## src/rtl/control_unit.sv

```systemverilog
// control_unit
//   Multicycle control FSM for the 8-bit CPU. Each instruction is two bytes.
//   FETCH1 loads ir1 and FETCH2 loads ir2, and the PC increments through the
//   ALU in both states. DECODE then dispatches on the opcode, and the execute
//   state drives the datapath strobes for one cycle. Every output is a Moore
//   decode of registered state. This includes aluControl, which comes from a
//   copy of the opcode captured at the DECODE edge.
//
//   Optional feature macro: CU_BRANCH_EN
//     defined   : opcode 0x9 (JZ) branches to ir2 when zflag is set. zflag
//                 holds the ALU zero result of the last ALU instruction.
//     undefined : there is no JZ state and no zflag, and 0x9 is illegal.
//
// Ports
//   clk          in   rising-edge clock
//   reset        in   synchronous reset, active low
//   opcode[3:0]  in   ir1[7:4]; sampled only on the DECODE edge
//   aluZero      in   ALU result == 0; sampled only on the EXEC_ALU edge
//   pcSelect     out  PC source: 0 = ALU (pc+1), 1 = ir2
//   pcEnable     out  PC write enable
//   adrSelect    out  memory address: 0 = PC, 1 = ir2
//   ir1En/ir2En  out  instruction byte register enables
//   regSelect    out  register file read port select for the store path
//   wd3Select    out  register write data: 0 = memory, 1 = ALU
//   regWrite     out  register file write enable
//   op1Sel       out  ALU operand 1 select (1 = register)
//   op2Sel       out  ALU operand 2 select (1 = constant 1)
//   aluControl   out  000 ADD, 001 SUB, 010 AND, 011 OR, 100 XOR
//   memWrite     out  data memory write strobe
//   halted       out  high while in HALT
//   illegalOp    out  one-cycle pulse on an unrecognised opcode

module control_unit (
  input  logic       clk,
  input  logic       reset,
  input  logic [3:0] opcode,
  input  logic       aluZero,
  output logic       pcSelect,
  output logic       pcEnable,
  output logic       adrSelect,
  output logic       ir1En,
  output logic       ir2En,
  output logic       regSelect,
  output logic       wd3Select,
  output logic       regWrite,
  output logic       op1Sel,
  output logic       op2Sel,
  output logic [2:0] aluControl,
  output logic       memWrite,
  output logic       halted,
  output logic       illegalOp
);

  // State encoding
  localparam logic [3:0] S_START    = 4'd0;
  localparam logic [3:0] S_FETCH1   = 4'd1;
  localparam logic [3:0] S_FETCH2   = 4'd2;
  localparam logic [3:0] S_DECODE   = 4'd3;
  localparam logic [3:0] S_EXEC_ALU = 4'd4;
  localparam logic [3:0] S_LOAD     = 4'd5;
  localparam logic [3:0] S_STORE    = 4'd6;
  localparam logic [3:0] S_JUMP     = 4'd7;
  localparam logic [3:0] S_ILLEGAL  = 4'd8;
  localparam logic [3:0] S_HALT     = 4'd9;
`ifdef CU_BRANCH_EN
  localparam logic [3:0] S_JZ       = 4'd10;
`endif

  // ALU operation codes
  localparam logic [2:0] ALU_ADD = 3'b000;

  // Opcodes
  localparam logic [3:0] OP_NOP  = 4'h0;
  localparam logic [3:0] OP_ADD  = 4'h1;
  localparam logic [3:0] OP_SUB  = 4'h2;
  localparam logic [3:0] OP_AND  = 4'h3;
  localparam logic [3:0] OP_OR   = 4'h4;
  localparam logic [3:0] OP_XOR  = 4'h5;
  localparam logic [3:0] OP_LD   = 4'h6;
  localparam logic [3:0] OP_ST   = 4'h7;
  localparam logic [3:0] OP_JMP  = 4'h8;
  localparam logic [3:0] OP_JZ   = 4'h9;
  localparam logic [3:0] OP_HALT = 4'hF;

  // Bundle of all control strobes, decoded from state
  typedef struct packed {
    logic       pc_sel;
    logic       pc_en;
    logic       adr_sel;
    logic       ir1_en;
    logic       ir2_en;
    logic       reg_sel;
    logic       wd3_sel;
    logic       reg_wr;
    logic       op1_sel;
    logic       op2_sel;
    logic [2:0] alu_ctl;
    logic       mem_wr;
    logic       halt;
    logic       illegal;
  } ctrl_t;

  logic [3:0] state, nxt;
  logic [2:0] alu_op;   // ALU function latched at DECODE so EXEC_ALU stays Moore
  logic       zflag;
  ctrl_t      ctl;

  // State register and ALU function capture
  always_ff @(posedge clk) begin
    if (!reset) begin
      state  <= S_START;
      alu_op <= ALU_ADD;
    end else begin
      state <= nxt;
      // For opcodes 1..5 this maps onto aluControl 000..100. For other
      // opcodes the value is never used.
      if (state == S_DECODE) alu_op <= opcode[2:0] - 3'd1;
    end
  end

`ifdef CU_BRANCH_EN
  // The zero flag is updated only by ALU instructions. Loads, stores and
  // jumps keep the value from the last ALU op.
  always_ff @(posedge clk) begin
    if (!reset)                    zflag <= 1'b0;
    else if (state == S_EXEC_ALU)  zflag <= aluZero;
  end
`else
  // The zero flag is not needed without the branch, so it is tied off.
  logic unused_aluzero;
  assign unused_aluzero = aluZero;
  assign zflag          = 1'b0;
`endif

  // Next-state logic
  always_comb begin
    nxt = S_START;
    case (state)
      S_START:  nxt = S_FETCH1;
      S_FETCH1: nxt = S_FETCH2;
      S_FETCH2: nxt = S_DECODE;
      S_DECODE: begin
        case (opcode)
          OP_NOP:                                  nxt = S_FETCH1;
          OP_ADD, OP_SUB, OP_AND, OP_OR, OP_XOR:  nxt = S_EXEC_ALU;
          OP_LD:                                   nxt = S_LOAD;
          OP_ST:                                   nxt = S_STORE;
          OP_JMP:                                  nxt = S_JUMP;
`ifdef CU_BRANCH_EN
          OP_JZ:                                   nxt = S_JZ;
`endif
          OP_HALT:                                 nxt = S_HALT;
          default:                                 nxt = S_ILLEGAL;
        endcase
      end
      S_EXEC_ALU, S_LOAD, S_STORE, S_JUMP, S_ILLEGAL: nxt = S_FETCH1;
`ifdef CU_BRANCH_EN
      S_JZ:     nxt = S_FETCH1;
`endif
      S_HALT:   nxt = S_HALT;
      // An unused encoding recovers through START
      default:  nxt = S_START;
    endcase
  end

  // Moore output decode. Every field starts at 0 and each state sets only
  // the fields that differ.
  always_comb begin
    ctl = '0;
    case (state)
      S_FETCH1: begin
        ctl.ir1_en  = 1'b1;
        ctl.op2_sel = 1'b1;
        ctl.pc_en   = 1'b1;
        ctl.alu_ctl = ALU_ADD;
      end
      S_FETCH2: begin
        ctl.ir2_en  = 1'b1;
        ctl.op2_sel = 1'b1;
        ctl.pc_en   = 1'b1;
        ctl.alu_ctl = ALU_ADD;
      end
      S_EXEC_ALU: begin
        ctl.op1_sel = 1'b1;
        ctl.wd3_sel = 1'b1;
        ctl.reg_wr  = 1'b1;
        ctl.alu_ctl = alu_op;
      end
      S_LOAD: begin
        ctl.adr_sel = 1'b1;
        ctl.reg_wr  = 1'b1;   // wd3Select stays 0, so memory data is written
      end
      S_STORE: begin
        ctl.adr_sel = 1'b1;
        ctl.reg_sel = 1'b1;
        ctl.mem_wr  = 1'b1;
      end
      S_JUMP: begin
        ctl.pc_sel = 1'b1;
        ctl.pc_en  = 1'b1;
      end
`ifdef CU_BRANCH_EN
      S_JZ: begin
        ctl.pc_sel = 1'b1;
        ctl.pc_en  = zflag;   // zflag is a register, so the output is still Moore
      end
`endif
      S_ILLEGAL: ctl.illegal = 1'b1;
      S_HALT:    ctl.halt    = 1'b1;
      default:   ctl = '0;
    endcase
  end

  assign pcSelect   = ctl.pc_sel;
  assign pcEnable   = ctl.pc_en;
  assign adrSelect  = ctl.adr_sel;
  assign ir1En      = ctl.ir1_en;
  assign ir2En      = ctl.ir2_en;
  assign regSelect  = ctl.reg_sel;
  assign wd3Select  = ctl.wd3_sel;
  assign regWrite   = ctl.reg_wr;
  assign op1Sel     = ctl.op1_sel;
  assign op2Sel     = ctl.op2_sel;
  assign aluControl = ctl.alu_ctl;
  assign memWrite   = ctl.mem_wr;
  assign halted     = ctl.halt;
  assign illegalOp  = ctl.illegal;

endmodule

```

## config.mk

```make
export PLATFORM = sky130hd
export DESIGN_NAME = control_unit
export DESIGN_NICKNAME = d
export VERILOG_FILES = /design/src/rtl/control_unit.sv
export SDC_FILE = /design/constraint.sdc
export NUM_CORES = 1
export LEC_CHECK = 0
export BUFFER_PORTS_ARGS = -buffer_cell sky130_fd_sc_hd__buf_2
export CAP_MARGIN = 15
export CORE_MARGIN = 2
export CORE_UTILIZATION = 40
export DETAILED_ROUTE_END_ITERATION = 6
export GPL_TIMING_DRIVEN = 0
export PLACE_DENSITY = 0.68
export SYNTH_ARGS = -nofsm -noshare
export SYNTH_HDL_FRONTEND = slang
export SYNTH_SLANG_ARGS = --single-unit
```

## constraint.sdc

```tcl
create_clock -name clk -period 1.55 [get_ports clk]
set_clock_uncertainty 0.15 [all_clocks]
set_input_delay 0.31 -clock clk [delete_from_list [all_inputs] [get_ports clk]]
set_output_delay 0.31 -clock clk [all_outputs]
set_load 0.05 [all_outputs]
```

* Word level (Yosys, flattened, before mapping)
Memory sizes are Yosys's and may differ from the RTL's. Cells that the tools add are included.
Cells by class: $add $sub $neg 1, eq/ne operators 9, muxes and demuxes 13, reduce and logical (&&, ||, !) cells 6
Operator list (number):
- one-hot mux 4 bit (5 select lines) | 1
- == test 4 x 3 -> 1 bit (second input constant) | 4
- two-way mux 1 bit | 11
- == test 4 x 2 -> 1 bit (second input constant) | 2
- == test 4 bit (second input constant) | 2
- OR reduction 2 bit | 3
- OR reduction 6 bit | 1
- == test 4 x 1 -> 1 bit (second input constant) | 1
- logical NOT 4 bit | 1
- two-way mux 3 bit | 1
- OR reduction 3 bit | 1
- subtractor 3 x 1 -> 3 bit (second input constant) | 1
Storage, ports and cells: register bits after elaboration 7, bits in read-only memories 64, input bits 7, output and inout bits 16, logic and storage cells 32, memories kept 1
Memory list:
- (no name shown) | words 16, bits a word 4, read ports 1, clocked after memory_dff 0, wr ports 0, RTL line 143 | case (opcode)

* Logic depth before layout (Yosys ltp)
word-level depth 3, mapped depth 6, gate-level depth less buffers 6

* Worst setup path after synthesis
No wires, ideal clock.
kind register -> output, start point register state[1], end point output ir1En, data arrival time 2.148 ns, data required time 1.090 ns, slack -1.058 ns, stages on the path, launching flop included 3, path buffers 1, cells stage by stage dfxtp_1 buf_2 nor4b_1
Between the ends: word-level cells in the longest chain between the ends 2
Ends and longest elaborated chain:
- start: declaration | RTL line 103 | logic [3:0] state, nxt;
- start signal: assignment | RTL line 114 | state <= nxt;
- == test 4 x 1 -> 1 bit | RTL line 170 | case (state)
- two-way mux 1 bit | RTL line 170
- end: declaration | RTL line 41 | output logic ir1En,
No other way between the ends.

* Worst setup path after layout
start point register state[0], end point output pcEnable
Between the ends: word-level cells in the longest chain between the ends 3, elaborated cells between the ends (all ways) 5, those cells by class 3 x eq/ne; 1 x mux; 1 x reduce/logical
Ends and longest elaborated chain:
- == test 4 x 3 -> 1 bit, or another cell as far along | RTL line 170
- OR reduction 3 bit (no line) (*)
- two-way mux 1 bit (*) | RTL line 170
- end: declaration | RTL line 39 | output logic pcEnable,
Every way passes the cells marked *; elsewhere a longest branch is shown, timed or not.

==> out/qor.yml <==
seq_power_share: 0.248
num_vias: 734
core_area_mm2: 0.001301
clock_latency_ps: 260
num-fill-cells: 42
rsz0062_at_grt: "true"
worst_slew_pin_slew_ps: 311.3
cts_root_buf: "clkbuf_4"
async_flop_share: 0
stdcell_count: 131
preCtsSetupSlack_ps: -223.3
numPortBuffers: 21
ff_latch_area_um2: 146.4
syn_avg_cell_area_um2: 8.160
ctsHoldBuffers: 0
multi_input_area_um2: 481.7
drt-initial-drc-count: 15
path_max_fanout: 5
min_to: "alu_op[0]"
cts-buffers-inserted: 3
track_usage: 0.2198
fmax_mhz: 509.4
syn_nets: 81
grt_max_degree: 9
r2r-end: "state[1]"
drtAntennaViolNets: 0
combPwrFrac: 0.555
hold_path.class: "primary input to flip-flop"
rows: 13
wl_per_cell_um: 20.80
setup_ws_ps: -412.9
synth-edff-count: 0
utilization: 0.9240
hold_viol_final: 0
violations: "setup timing"
grt_pass1_vias: 626
synthTopCellsByCount: "nor2_1, dfxtp_1, ha_1, inv_1"
yosysTopAreaCellShare: 0.2489
place_inst: 105
power_frac_clock: 0.197
dieArea_mm2: 0.001724
setup_tns_ps: -5018
clock_path_buffers: 2
syn_inst: 69
cp_data_arrival_time_ps: 1500
p_per_area_mw_per_mm2: 723.8
firstDrtPassIters: 4
hpwl_um: 900.9
cts_htree_levels: 1
ys_seq_area_frac: 0.2489
synth_area_leaders: "dfxtp_1, ha_1, nor2_1"
swShare: 0.3894
final_nets: 129
max-vdd-ir-drop_mv: 0.7448
synth.distinct_cells: 27
final_max_slew_viol_count: 0
dieWidth_um: 41.52
yosys_most_used_dff: "dfxtp_1"
status: "finished, violations left"
vias_per_cell: 5.603
p_leak_nw: 0.5521
min_period_ps: 1963
initial_core_util: 0.4327
relSlewSlack: 0.7918
start_kind: "flip-flop"
drc_errors: 0
maxCapViolations: 0
worstRegToRegCells: 6
grt_pass1_wl_um: 2939
cp_data_required_time_ps: 1090
crit_type: "flip-flop to output pin"
drt-total-wl_um: 2725
syn_area_um2: 563.0
setup_viol: 18
dpl_cell_area_um2: 755.7
rr_startpoint: "state[0]"
fin_crit_sh: 1.266
yosys_register_bits: 7
post-route-cell-area_mm2: 0.001202
yosys.area.top_type: "dfxtp_1"
yosys.cell_count.top_type: "nor2_1"
hold_path.startpoint: "opcode[0]"
p_int_mw: 0.5314
place_congestion: 0.7284
p_switching_mw: 0.3389
fp.dieH_um: 41.52
gr-total-overflow: 0
crit_path_end_kind: "output pin"
clock_sinks: 7
io_pins: 23
p_total_mw: 0.8703
min_path_cells: 2
cts_tree: "built"
drive_above_1_share: 0.6897
area_delta_synth_final_pct: 113.6
clk_pin_slew_ps: 50
whs_ps: 158.6
antenna_found_initial: 0
r2r_setup_slack_ps: -50
yosys_warnings: 0
diodes: 0
## power by group through the flow
stage	logic, mW	clock network [mW]	registers [mW]
after global placement	0.260	0	0.207
after detailed placement	0.263	0	0.207
after global routing	0.499	0.177	0.216
after CTS	0.379	0.168	0.206
after floorplan	0.214	0	0.206
final	0.483	0.171	0.216
## worst max-delay path, stage by stage, from the launching register on
cell and delay [ps]:
dfxtp_1 360, buf_6 170, buf_6 110, nand2b_4 50, mux2_2 270, nor2_2 110, buf_6 170
## layer usage
layer  global-route usage  share of wire
met5                    0              0
met2               0.3906           0.51
met1               0.2560           0.40
met3              0.02609          0.062
met4               0.1097          0.031
## placed cells by master, fill, tap and decap left out
cell / count
nand4bb_1: 1
o21ai_0: 3
clkbuf_4: 3
nand2_2: 1
clkinvlp_4: 1
xor2_1: 1
a21oi_1: 2
and3b_1: 1
o21ai_1: 1
buf_2: 5
mux2_2: 1
a21o_1: 1
dfxtp_4: 1
buf_12: 1
nor2_4: 3
nand2b_4: 4
buf_4: 17
clkbuf_1: 1
buf_8: 8
dfxtp_1: 4
and2_4: 3
and4bb_1: 1
nor4b_4: 1
and2_1: 1
nor3_4: 3
ha_1: 5
nand2_1: 1
a211oi_1: 4
inv_1: 4
xnor2_4: 1
dfxtp_2: 2
or3_4: 1
mux2i_1: 1
buf_6: 19
nor2_1: 4
nor2_2: 5
## how the worst max path moves through the flow
| stage | from | end | slack [ps] | cells past startpoint |
|---|---|---|---|---|
| after global routing | state[0] | pcEnable | -440 | 6 |
| after global placement | state[2] | pcEnable | -220 | 5 |
| final | state[0] | pcEnable | -410 | 6 |
| after floorplan | state[1] | ir1En | -370 | 2 |
| after detailed placement | state[2] | pcEnable | -220 | 5 |
| after CTS | state[0] | op2Sel | -300 | 5 |
## final cells by class
type / instances / area share
well taps: 15 / 0.01561
repair buffers: 44 / 0.3684
inverters: 5 / 0.01873
flip-flops and latches: 7 / 0.1217
multi-input cells: 50 / 0.4006
clock buffers: 4 / 0.02185
plain buffers: 6 / 0.05307
## registers in the layout, summed over array words and instances, names as in the netlist
name,count
alu_op,3
state,4
## cell families after synthesis
logic type / Yosys count / synth area share
AO/OA/AOI/OAI: 11 / 0.1200
flip-flops: 7 / 0.2489
XOR/XNOR: 2 / 0.03112
multiplexers: 2 / 0.03778
AND/OR/NAND/NOR: 30 / 0.3156
buffers and inverters: 12 / 0.1355
adder cells (fa/ha/maj): 5 / 0.1111
## what timing repair did
item / 4_1_cts / 5_1_grt
pin swaps: 4 / 7
setup endpoints to repair: 16 / 16
gates resized for setup: 52 / 16
buffers inserted: 15 / 9
(Power assumes the default switching activity.)
